$ cat config.mk
export PLATFORM = sky130hd
export DESIGN_NAME = aclk_load_sequencer_flat
export DESIGN_NICKNAME = d
export VERILOG_FILES = /design/src/rtl/aclk_load_sequencer_pkg.sv /design/src/rtl/aclk_load_sequencer_if.sv /design/src/rtl/aclk_load_sequencer_arb.sv /design/src/rtl/aclk_load_sequencer.sv /design/src/flat_wrapper.sv
export SDC_FILE = /design/constraint.sdc
export NUM_CORES = 1
export LEC_CHECK = 0
export ABC_AREA = 0
export CAP_MARGIN = 25
export CORE_MARGIN = 2
export CORE_UTILIZATION = 47
export CTS_CLUSTER_SIZE = 16
export DETAILED_ROUTE_END_ITERATION = 10
export PLACE_DENSITY = 0.81
export SKIP_CTS_REPAIR_TIMING = 1
export SYNTH_ARGS = -nofsm -noshare
export SYNTH_HDL_FRONTEND = slang
export SYNTH_SLANG_ARGS = --single-unit
$ cat constraint.sdc
create_clock -name clk -period 2.8 [get_ports clk]
set_clock_uncertainty 0.05 [all_clocks]
set_input_delay 0.42 -clock clk [delete_from_list [all_inputs] [get_ports clk]]
set_output_delay 0.42 -clock clk [all_outputs]
set_load 0.01 [all_outputs]
$ cat src/rtl/aclk_load_sequencer_pkg.sv
// ---------------------------------------------------------------------------
// aclk_pkg
// Shared types for the alarm-clock load sequencer:
//   aclk_state_t  - sequencer FSM state encoding
//   ACLK_*        - rsp_err completion codes
//   hhmm_t        - packed HH:MM BCD payload {h1,h0,m1,m0}
//   hhmm_legal()  - range check of a BCD time of day (00:00 .. 23:59)
// ---------------------------------------------------------------------------
package aclk_pkg;

    typedef enum logic [2:0] {
        ST_IDLE   = 3'd0,
        ST_CHECK  = 3'd1,
        ST_SETUP  = 3'd2,
        ST_LOAD   = 3'd3,
        ST_HOLD   = 3'd4,
        ST_VERIFY = 3'd5,
        ST_RESP   = 3'd6
    } aclk_state_t;

    localparam logic [1:0] ACLK_OK        = 2'b00;
    localparam logic [1:0] ACLK_BAD_DIGIT = 2'b01;
    localparam logic [1:0] ACLK_VERIFY_TO = 2'b10;

    typedef struct packed {
        logic [1:0] h1;
        logic [3:0] h0;
        logic [3:0] m1;
        logic [3:0] m0;
    } hhmm_t;

    function automatic logic hhmm_legal(hhmm_t t);
        return (t.h1 <= 2'd2) && (t.h0 <= 4'd9) && (t.m1 <= 4'd5) &&
               (t.m0 <= 4'd9) && ((t.h1 != 2'd2) || (t.h0 <= 4'd3));
    endfunction

endpackage

$ cat src/rtl/aclk_load_sequencer_if.sv
// ---------------------------------------------------------------------------
// aclk_load_sequencer_if
// Requester-side bus of the load sequencer (two requesters, fields packed
// {r1,r0}).
//   req_valid/req_ready : request handshake. A requester raises req_valid[i]
//     with a stable payload (req_alarm/req_h1/req_h0/req_m1/req_m0 slice i)
//     and keeps both stable until it sees req_ready[i]; req_ready is a
//     one-cycle, one-hot accept pulse and the payload is captured on that
//     transfer. Dropping valid before ready withdraws the request harmlessly.
//   rsp_valid/rsp_id/rsp_err : one-cycle completion pulse, no back-pressure.
// Modports: master = requesters, slave = sequencer.
// ---------------------------------------------------------------------------
interface aclk_load_sequencer_if;
    logic [1:0] req_valid;
    logic [1:0] req_ready;
    logic [1:0] req_alarm;
    logic [3:0] req_h1;
    logic [7:0] req_h0;
    logic [7:0] req_m1;
    logic [7:0] req_m0;
    logic       rsp_valid;
    logic       rsp_id;
    logic [1:0] rsp_err;

    modport master (
        output req_valid, req_alarm, req_h1, req_h0, req_m1, req_m0,
        input  req_ready, rsp_valid, rsp_id, rsp_err
    );

    modport slave (
        input  req_valid, req_alarm, req_h1, req_h0, req_m1, req_m0,
        output req_ready, rsp_valid, rsp_id, rsp_err
    );
endinterface

$ cat src/rtl/aclk_load_sequencer_arb.sv
// ---------------------------------------------------------------------------
// aclk_rr_arb2
// Two-way round-robin arbiter. The pointer's requester wins if valid,
// otherwise the other one. On advance with a live request the pointer moves
// to the requester that was not granted.
// Ports: clk, reset_n (sync, active-low), req[1:0], advance,
//        gnt[1:0] (one-hot, combinational), gnt_id.
// ---------------------------------------------------------------------------
module aclk_rr_arb2 (
    input  logic       clk,
    input  logic       reset_n,
    input  logic [1:0] req,
    input  logic       advance,
    output logic [1:0] gnt,
    output logic       gnt_id
);
    logic ptr;

    always_comb begin
        gnt    = 2'b00;
        gnt_id = ptr;
        if (req[ptr]) begin
            gnt[ptr] = 1'b1;
            gnt_id   = ptr;
        end else if (req[~ptr]) begin
            gnt[~ptr] = 1'b1;
            gnt_id    = ~ptr;
        end
    end

    always_ff @(posedge clk) begin
        if (!reset_n) begin
            ptr <= 1'b0;
        end else if (advance && (|req)) begin
            ptr <= ~gnt_id;
        end
    end
endmodule

$ cat src/rtl/aclk_load_sequencer.sv
// ---------------------------------------------------------------------------
// aclk_load_sequencer
// Arbitrates LD_time/LD_alarm writes from two requesters into the alarm-clock
// core, range-checks the BCD payload, frames the digit bus with setup/hold
// around the LD strobe and, for time loads, waits for the core readback.
// Ports:
//   clk, reset_n                  clock, synchronous active-low reset
//   rif (slave)                   requester handshake + completion response
//   H_in1/H_in0/M_in1/M_in0       digit bus to core
//   LD_time/LD_alarm              load strobes to core
//   H_out1/H_out0/M_out1/M_out0   core time readback
//   state_dbg                     current FSM state
// All core/response outputs are registered decodes of the current state, so
// they trail the state by one cycle; that lag is what makes the LD strobe
// rise 2+SETUP_CYC cycles after the ready pulse.
// ---------------------------------------------------------------------------
module aclk_load_sequencer
    import aclk_pkg::*;
#(
    parameter int unsigned SETUP_CYC = 1,
    parameter int unsigned LD_CYC    = 2,
    parameter int unsigned HOLD_CYC  = 1,
    parameter int unsigned VERIFY_TO = 20
) (
    input  logic                   clk,
    input  logic                   reset_n,
    aclk_load_sequencer_if.slave   rif,
    output logic [1:0]             H_in1,
    output logic [3:0]             H_in0,
    output logic [3:0]             M_in1,
    output logic [3:0]             M_in0,
    output logic                   LD_time,
    output logic                   LD_alarm,
    input  logic [1:0]             H_out1,
    input  logic [3:0]             H_out0,
    input  logic [3:0]             M_out1,
    input  logic [3:0]             M_out0,
    output aclk_state_t            state_dbg
);
    localparam logic [7:0] SETUP_LAST = 8'(SETUP_CYC - 1);
    localparam logic [7:0] LD_LAST    = 8'(LD_CYC - 1);
    localparam logic [7:0] HOLD_LAST  = (HOLD_CYC == 0) ? 8'd0 : 8'(HOLD_CYC - 1);
    localparam logic [7:0] VTO_LAST   = 8'(VERIFY_TO - 1);

    aclk_state_t state;
    logic [7:0]  cnt;
    hhmm_t       cap;
    logic        cap_id;
    logic        cap_alarm;
    logic [1:0]  err;

    logic [1:0]  gnt;
    logic        gnt_id;
    hhmm_t       pay;
    hhmm_t       readback;
    logic        pay_alarm;
    logic        drive_digits;

    logic [1:0]  req_ready_q;
    logic        rsp_valid_q;
    logic        rsp_id_q;
    logic [1:0]  rsp_err_q;

    aclk_rr_arb2 u_arb (
        .clk     (clk),
        .reset_n (reset_n),
        .req     (rif.req_valid),
        .advance (state == ST_IDLE),
        .gnt     (gnt),
        .gnt_id  (gnt_id)
    );

    always_comb begin
        pay.h1    = gnt_id ? rif.req_h1[3:2] : rif.req_h1[1:0];
        pay.h0    = gnt_id ? rif.req_h0[7:4] : rif.req_h0[3:0];
        pay.m1    = gnt_id ? rif.req_m1[7:4] : rif.req_m1[3:0];
        pay.m0    = gnt_id ? rif.req_m0[7:4] : rif.req_m0[3:0];
        pay_alarm = rif.req_alarm[gnt_id];
    end

    assign readback     = {H_out1, H_out0, M_out1, M_out0};
    assign drive_digits = (state == ST_SETUP) || (state == ST_LOAD) || (state == ST_HOLD);

    always_ff @(posedge clk) begin
        if (!reset_n) begin
            state       <= ST_IDLE;
            cnt         <= 8'd0;
            cap         <= '0;
            cap_id      <= 1'b0;
            cap_alarm   <= 1'b0;
            err         <= ACLK_OK;
            req_ready_q <= 2'b00;
            rsp_valid_q <= 1'b0;
            rsp_id_q    <= 1'b0;
            rsp_err_q   <= ACLK_OK;
            {H_in1, H_in0, M_in1, M_in0} <= '0;
            LD_time     <= 1'b0;
            LD_alarm    <= 1'b0;
        end else begin
            req_ready_q <= (state == ST_IDLE) ? gnt : 2'b00;
            rsp_valid_q <= (state == ST_RESP);
            rsp_id_q    <= (state == ST_RESP) ? cap_id : 1'b0;
            rsp_err_q   <= (state == ST_RESP) ? err : ACLK_OK;
            {H_in1, H_in0, M_in1, M_in0} <= drive_digits ? cap : '0;
            LD_time     <= (state == ST_LOAD) && !cap_alarm;
            LD_alarm    <= (state == ST_LOAD) && cap_alarm;

            case (state)
                ST_IDLE: begin
                    cnt <= 8'd0;
                    if (|gnt) begin
                        cap       <= pay;
                        cap_id    <= gnt_id;
                        cap_alarm <= pay_alarm;
                        state     <= ST_CHECK;
                    end
                end
                ST_CHECK: begin
                    cnt <= 8'd0;
                    if (hhmm_legal(cap)) begin
                        err   <= ACLK_OK;
                        state <= ST_SETUP;
                    end else begin
                        err   <= ACLK_BAD_DIGIT;
                        state <= ST_RESP;
                    end
                end
                ST_SETUP: begin
                    if (cnt == SETUP_LAST) begin
                        cnt   <= 8'd0;
                        state <= ST_LOAD;
                    end else begin
                        cnt <= (cnt == 8'hFF) ? cnt : cnt + 8'd1;
                    end
                end
                ST_LOAD: begin
                    if (cnt == LD_LAST) begin
                        cnt <= 8'd0;
                        if (HOLD_CYC != 0) state <= ST_HOLD;
                        else               state <= cap_alarm ? ST_RESP : ST_VERIFY;
                    end else begin
                        cnt <= (cnt == 8'hFF) ? cnt : cnt + 8'd1;
                    end
                end
                ST_HOLD: begin
                    if (cnt == HOLD_LAST) begin
                        cnt   <= 8'd0;
                        state <= cap_alarm ? ST_RESP : ST_VERIFY;
                    end else begin
                        cnt <= (cnt == 8'hFF) ? cnt : cnt + 8'd1;
                    end
                end
                ST_VERIFY: begin
                    // Every VERIFY cycle compares, including the last one before timeout.
                    if (readback == cap) begin
                        err   <= ACLK_OK;
                        state <= ST_RESP;
                    end else if (cnt == VTO_LAST) begin
                        err   <= ACLK_VERIFY_TO;
                        state <= ST_RESP;
                    end else begin
                        cnt <= (cnt == 8'hFF) ? cnt : cnt + 8'd1;
                    end
                end
                ST_RESP: begin
                    cnt   <= 8'd0;
                    state <= ST_IDLE;
                end
                default: begin
                    cnt   <= 8'd0;
                    state <= ST_IDLE;
                end
            endcase
        end
    end

    assign rif.req_ready = req_ready_q;
    assign rif.rsp_valid = rsp_valid_q;
    assign rif.rsp_id    = rsp_id_q;
    assign rif.rsp_err   = rsp_err_q;
    assign state_dbg     = state;
endmodule

$ cat src/flat_wrapper.sv
// flat-port wrapper written by rule: the top's interface ports become plain ports
module aclk_load_sequencer_flat import aclk_pkg::*;
#(
    parameter int unsigned SETUP_CYC = 1,
    parameter int unsigned LD_CYC    = 2,
    parameter int unsigned HOLD_CYC  = 1,
    parameter int unsigned VERIFY_TO = 20
)
  (clk, reset_n, H_in1, H_in0, M_in1, M_in0, LD_time, LD_alarm, H_out1, H_out0, M_out1, M_out0, state_dbg, rif_req_valid, rif_req_alarm, rif_req_h1, rif_req_h0, rif_req_m1, rif_req_m0, rif_req_ready, rif_rsp_valid, rif_rsp_id, rif_rsp_err);
  aclk_load_sequencer_if rif_i ();
  input  logic clk;
  input  logic reset_n;
  output logic [1:0] H_in1;
  output logic [3:0] H_in0;
  output logic [3:0] M_in1;
  output logic [3:0] M_in0;
  output logic LD_time;
  output logic LD_alarm;
  input  logic [1:0] H_out1;
  input  logic [3:0] H_out0;
  input  logic [3:0] M_out1;
  input  logic [3:0] M_out0;
  output aclk_state_t state_dbg;
  input wire logic [$bits(rif_i.req_valid)-1:0] rif_req_valid;
  input wire logic [$bits(rif_i.req_alarm)-1:0] rif_req_alarm;
  input wire logic [$bits(rif_i.req_h1)-1:0] rif_req_h1;
  input wire logic [$bits(rif_i.req_h0)-1:0] rif_req_h0;
  input wire logic [$bits(rif_i.req_m1)-1:0] rif_req_m1;
  input wire logic [$bits(rif_i.req_m0)-1:0] rif_req_m0;
  output wire logic [$bits(rif_i.req_ready)-1:0] rif_req_ready;
  output wire logic [$bits(rif_i.rsp_valid)-1:0] rif_rsp_valid;
  output wire logic [$bits(rif_i.rsp_id)-1:0] rif_rsp_id;
  output wire logic [$bits(rif_i.rsp_err)-1:0] rif_rsp_err;
  assign rif_i.req_valid = rif_req_valid;
  assign rif_i.req_alarm = rif_req_alarm;
  assign rif_i.req_h1 = rif_req_h1;
  assign rif_i.req_h0 = rif_req_h0;
  assign rif_i.req_m1 = rif_req_m1;
  assign rif_i.req_m0 = rif_req_m0;
  assign rif_req_ready = rif_i.req_ready;
  assign rif_rsp_valid = rif_i.rsp_valid;
  assign rif_rsp_id = rif_i.rsp_id;
  assign rif_rsp_err = rif_i.rsp_err;
  aclk_load_sequencer #(.SETUP_CYC(SETUP_CYC), .LD_CYC(LD_CYC), .HOLD_CYC(HOLD_CYC), .VERIFY_TO(VERIFY_TO)) u_core (.clk(clk), .reset_n(reset_n), .rif(rif_i), .H_in1(H_in1), .H_in0(H_in0), .M_in1(M_in1), .M_in0(M_in0), .LD_time(LD_time), .LD_alarm(LD_alarm), .H_out1(H_out1), .H_out0(H_out0), .M_out1(M_out1), .M_out0(M_out0), .state_dbg(state_dbg));
endmodule
After elaboration in Yosys (flattened, before gate mapping)
Index checks and enable logic that the tools add are counted.
Cells by class
  bitwise operators: 2
  eq/ne operators: 18
  reductions and logical operators: 26
  $lt $le $gt $ge: 10
  $add $sub $neg: 1
  mux-type cells: 37
Operator list (count)
  $mux W8: 5
  $pmux W8 S3: 1
  $mux W3: 7
  $pmux W3 S6: 1
  $eq A14 B14 Y1: 1
  $mux W2: 6
  $mux W4: 3
  $ne A2 B2 Y1 const B: 6
  $reduce_and A2 Y1: 6
  $mux W1: 11
  $eq A3 B3 Y1 const B: 3
  $logic_and A1 B1 Y1: 9
  $add A8 B1 Y8 const B: 1
  $eq A8 B1 Y1 const B: 1
  $eq A8 B5 Y1 const B: 1
  $eq A8 B8 Y1 const B: 1
  $le A4 B4 Y1 const B: 2
  $logic_not A8 Y1: 1
  $eq A3 B2 Y1 const B: 2
  $lt A1 B2 Y1 const B: 3
  $reduce_or A2 Y1: 3
  $reduce_and A5 Y1: 1
  $le A4 B2 Y1 const B: 1
  $le A4 B3 Y1 const B: 1
  12 further kinds: 17
Storage, ports and cells
  output and inout bits: 25
  register bits after elaboration: 52

Depth between registers and ports, before layout
  word-level depth: 10
  gate-level depth with buffers: 8
  gate-level depth less buffers: 8

By module
Synthesis repeated with hierarchy kept, for this count alone.
Unflattened totals
  cells, all modules: 271
  area, all modules: 2523.7 sq um
By module, submodules not included
  aclk_load_sequencer: cells an instance 252, area each 2393.5 sq um, sequential area each 1021.0 sq um, times used 1
  aclk_rr_arb2: cells an instance 19, area each 130.1 sq um, sequential area each 20.0 sq um, times used 1

Least setup slack after synthesis
No wires, ideal clock.
  path type: register -> register
  from: reg u_core.u_arb.ptr
  to: reg u_core.cap[11] (netlist name)
  data arrival time: 2.289 ns
  required time: 2.634 ns
  buffers on the path: 1
  stages on the path, launching flop included: 9
  slack: 0.345 ns
  cell sequence: dfxtp_1 -> mux2_2 -> ha_1 -> inv_1 -> o21ai_1 -> buf_2 -> mux2i_1 -> nand2_1 -> o211a_1
Between the ends
  word-level cells in the longest chain between the ends: 9
  elaborated cells between the ends (all ways): 22
  those cells by class: order compare: 4; mux: 13; bitwise: 1; reduce/logical: 4
Ends and longest elaborated chain
  from (decl): line aclk_load_sequencer_arb.sv:17  | logic ptr;
  from (signal assigned): line aclk_load_sequencer_arb.sv:35  | ptr <= ~gnt_id;
  $not A1 Y1: line aclk_load_sequencer_arb.sv:26, aclk_load_sequencer_arb.sv:27
  $lt A1 B2 Y1 (not written as such) / $ge A1 B1 Y1 (equally long branches): line aclk_load_sequencer_arb.sv:26  | gnt[~ptr] = 1'b1;
  $logic_and A1 B1 Y1 (not written as such): line aclk_load_sequencer_arb.sv:26
  $mux W1 (not written as such): line aclk_load_sequencer_arb.sv:26
  $demux W1 S1: line aclk_load_sequencer_arb.sv:26
  $mux W2: line aclk_load_sequencer_arb.sv:25  | end else if (req[~ptr]) begin
  $mux W2: line aclk_load_sequencer_arb.sv:22  | if (req[ptr]) begin
  $reduce_or A2 Y1: line aclk_load_sequencer.sv:111  | if (|gnt) begin
  $reduce_and A2 Y1 (no line)
  to (signal assigned): line aclk_load_sequencer.sv:112  | cap <= pay;
  to (decl): line aclk_load_sequencer.sv:47  | hhmm_t cap;
Parallel ways exist; a longest one is shown, timed or not. The select of a mux whose other input is x is not followed.
A chain may end at the register's enable or synchronous reset.

Worst setup path in the final report
  from: in M_out1[1]
  to: reg u_core.cnt[7]
Between the ends
  word-level cells in the longest chain between the ends: 3
Ends and longest elaborated chain
  from (decl): line flat_wrapper.sv:21  | input logic [3:0] M_out1;
  $eq A14 B14 Y1: line aclk_load_sequencer.sv:155  | if (readback == cap) begin
  $ne A2 B2 Y1 (no line)
  $reduce_and A2 Y1 (no line)
  to (signal assigned): line aclk_load_sequencer.sv:142  | cnt <= (cnt == 8'hFF) ? cnt : cnt + 8'd1;
  to (signal assigned): line aclk_load_sequencer.sv:150  | cnt <= (cnt == 8'hFF) ? cnt : cnt + 8'd1;
  to (signal assigned): line aclk_load_sequencer.sv:162  | cnt <= (cnt == 8'hFF) ? cnt : cnt + 8'd1;
  to (decl): line aclk_load_sequencer.sv:46  | logic [7:0] cnt;
Every way passes these cells.

==> flow_summary.toml <==
[drt]
drt_iter0_drc = 155
wl_per_cell_um = 13.9
vias_per_cell = 5.25
drc = 0
detail_route.first_pass.iterations = 4
ant_nets = 0
dr_total_vias = 2158
wl_mm = 5.72

[worst_setup_path]
end_kind = "register"
path_cells = "clkdlybuf4s50_1 -> xor2_1 -> nor4_1 -> nand4_1 -> a21o_4 -> a22o_4 -> a311oi_2"
start_kind = "input pin"
reg2reg_to = "u_core.state_dbg[2]"
r2r_start = "u_core.cnt[3]"
critPathKind = "input pin to register"
path_max_fanout = 8
path_buf_inv = 1
cpLargestDelayFamily = "compound AO/OA/AOI/OAI gates"
worstPathArrival_ns = 2.55
cp.required_ns = 2.97
r2r_slack_ns = 0.56
cpPeakStageDelay_ns = 0.44
cp_slowest_cell = "nor4_1"
worstRegToRegCells = 6

[cells_and_area]
fin_cells = 411
fin_nets = 395
seq_area_mm2 = 0.00104
final_layout_size_suffix_gt1_frac = 0.0850
fill_cells = 414
syn_to_final_growth_pct = 38.1
multi_input_area_mm2 = 0.00137
insertedDiodeCount = 0
stdcell_area_mm2 = 0.00343

[timing]
tightest_slew_ns = 0.501
final_max_slew_viol_count = 0
max_freq_mhz = 421
setup-violations-final = 0
hold_violations = 0
post-route-period-util = 0.849
fin_crit_ns = 2.38
slew_headroom = 0.663
finalSetupTns_ns = 0
rsz0062_at_grt = "no"

[synth]
synthMuxAreaShare = 0.0812
synth_top_family_by_area = "simple AND/OR/NAND/NOR gates"
ys_ff_latch = 52
ys_seq_area_frac = 0.420
synth_compound_area_frac = 0.156
synth_fa_ha_area_frac = 0.0353
yosys.area_share.simple = 0.215
synthDistinctLibCells = 45
syn_avg_cell_area_um2 = 9.39
yosys_warnings = 0
synth_xor_area_frac = 0.0636
synthFlopType = "dfxtp_1"
postSynthNetCount = 319
synthCells = 264
synth_edf_count = 0
async_flop_share = 0
synth_area_mm2 = 0.00248

[global_route]
antenna_found_initial = 0
grt_max_degree = 32
grt_pass1_wl_mm = 10.2
grt_pass1_vias = 2205
grt_overflow_total = 0
track_usage = 0.211

[hold_path]
holdCritStartpoint = "u_core.err[0]"
hold_path.class = "register to register"
whs_path_depth = 1
hold_end = "u_core.rif.rsp_err[0]"

[die]
die_area_mm2 = 0.00587
core_area_mm2 = 0.00511
initial_core_util = 0.486
fp.dieH_um = 76.6
fp.dieW_um = 76.6
io_pins = 73
std_cell_rows = 26

[run_status]
status = "finished clean"

[cts]
cts_buffer_depth = 2
worstSkewPairLatency_ns = 0.31
clk_pin_slew_worst_paths_ns = 0.09
clock_tree.root_cell = "clkbuf_8"
cts_buffers = 5
htreeDepth = 2
cts_tree = "yes"
cts_sinks = 52

[pwr]
vdd_drop_max_v = 0.000530
power.density_mw_per_mm2 = 818
leakage_nw = 1.45
p_total_mw = 2.80

[place]
dp_cells = 402
place_area_mm2 = 0.00332
port_buffers = 72
gp_congestion = 0.818
hpwl_mm = 4.30

[job]
drv_cap = 0
## cell families (layout without fill, tap and decap cells)
group,Yosys count,after routing
xor+xnor,18,18
fa+ha+maj,7,7
mux,20,20
flops,52,52
simple gates,99,99
buf+inv,19,96
compound gates,49,49
## registers in the layout (all words and copies together) (netlist names), 3 cells and up
| register | flops |
|---|---|
| u_core.cap | 14 |
| u_core.cnt | 8 |
| u_core.H_in0 | 4 |
| u_core.M_in0 | 4 |
| u_core.M_in1 | 4 |
| u_core.state_dbg | 3 |
## layout make-up
cell class	count	area share
clock inverters	1	0.00219
flip-flops and latches	52	0.304
clock buffers	7	0.0252
multi-input cells	193	0.401
repair buffers	80	0.234
inverters	8	0.00877
well taps	70	0.0256
## synthesized netlist by cell type, types with 2 or more instances
cell type,count,area share
ha_1,7,0.035
mux2i_1,19,0.077
a21o_1,2,0.0061
and2_1,17,0.043
inv_1,8,0.012
nor2_1,22,0.033
a21oi_1,10,0.020
and3_1,3,0.0076
xor2_1,17,0.060
nand3b_1,2,0.0061
o22ai_1,2,0.0050
dfxtp_1,52,0.42
nand2_1,24,0.036
and4b_1,2,0.0081
nand4_1,3,0.0076
o21ai_0,6,0.012
o21a_1,2,0.0061
nand3_1,5,0.010
nor3_2,2,0.0081
nor4_1,5,0.013
o211a_1,13,0.052
a311oi_1,2,0.0071
clkbuf_1,10,0.015
a211oi_1,3,0.0091
nor2b_1,3,0.0076
nor3_1,4,0.0081
## layout by cell type (no fill, tap or decap), drive strengths merged, types with 5 or more instances in the layout
cell type and n:
a21oi 10, nor4 5, nor2 22, buf 8
nand3 5, nand2 24, dfxtp 52, o21ai 7
mux2i 19, o211a 13, clkbuf 7, clkdlybuf4s50 72
xor2 17, inv 8, ha 7, and2 17
nor3 6
## worst max-delay path by stage
stage	depth (start not counted)	startpoint	end	slack [ns]
finish	7	M_out1[1]	u_core.cnt[7]	0.42
global route	7	M_out0[0]	u_core.cnt[7]	0.27
CTS	7	M_out1[1]	u_core.cnt[7]	0.38
detailed placement	7	M_out1[1]	u_core.cnt[7]	0.07
global placement	7	M_out0[0]	u_core.cnt[7]	0.08
floorplan	8	u_core.u_arb.ptr	u_core.cap[11]	0.35
## where the power goes
group / internal, mW / switching, mW / leakage (nW)
sequential: 0.924 / 0.188 / 0.424
combinational: 0.629 / 0.617 / 0.986
clock: 0.201 / 0.244 / 0.0445
## metrics by stage
stage / setup slack, ns / hold slack (ns) / util
after floorplan: 0.345 / 0.374 / -
after global placement: 0.0806 / 0.398 / 0.649
after detailed placement: 0.0654 / 0.405 / 0.649
after CTS: 0.381 / 0.434 / 0.668
after global routing: 0.265 / 0.461 / 0.671
final: 0.423 / 0.434 / 0.671
## metal layers
metal | global-route usage | part of all wire
met5 | 0 | 0
met4 | 0.0764 | 0.017
met3 | 0.0403 | 0.039
met2 | 0.370 | 0.51
met1 | 0.258 | 0.44
No activity file was read; power rests on OpenSTA's default activity.
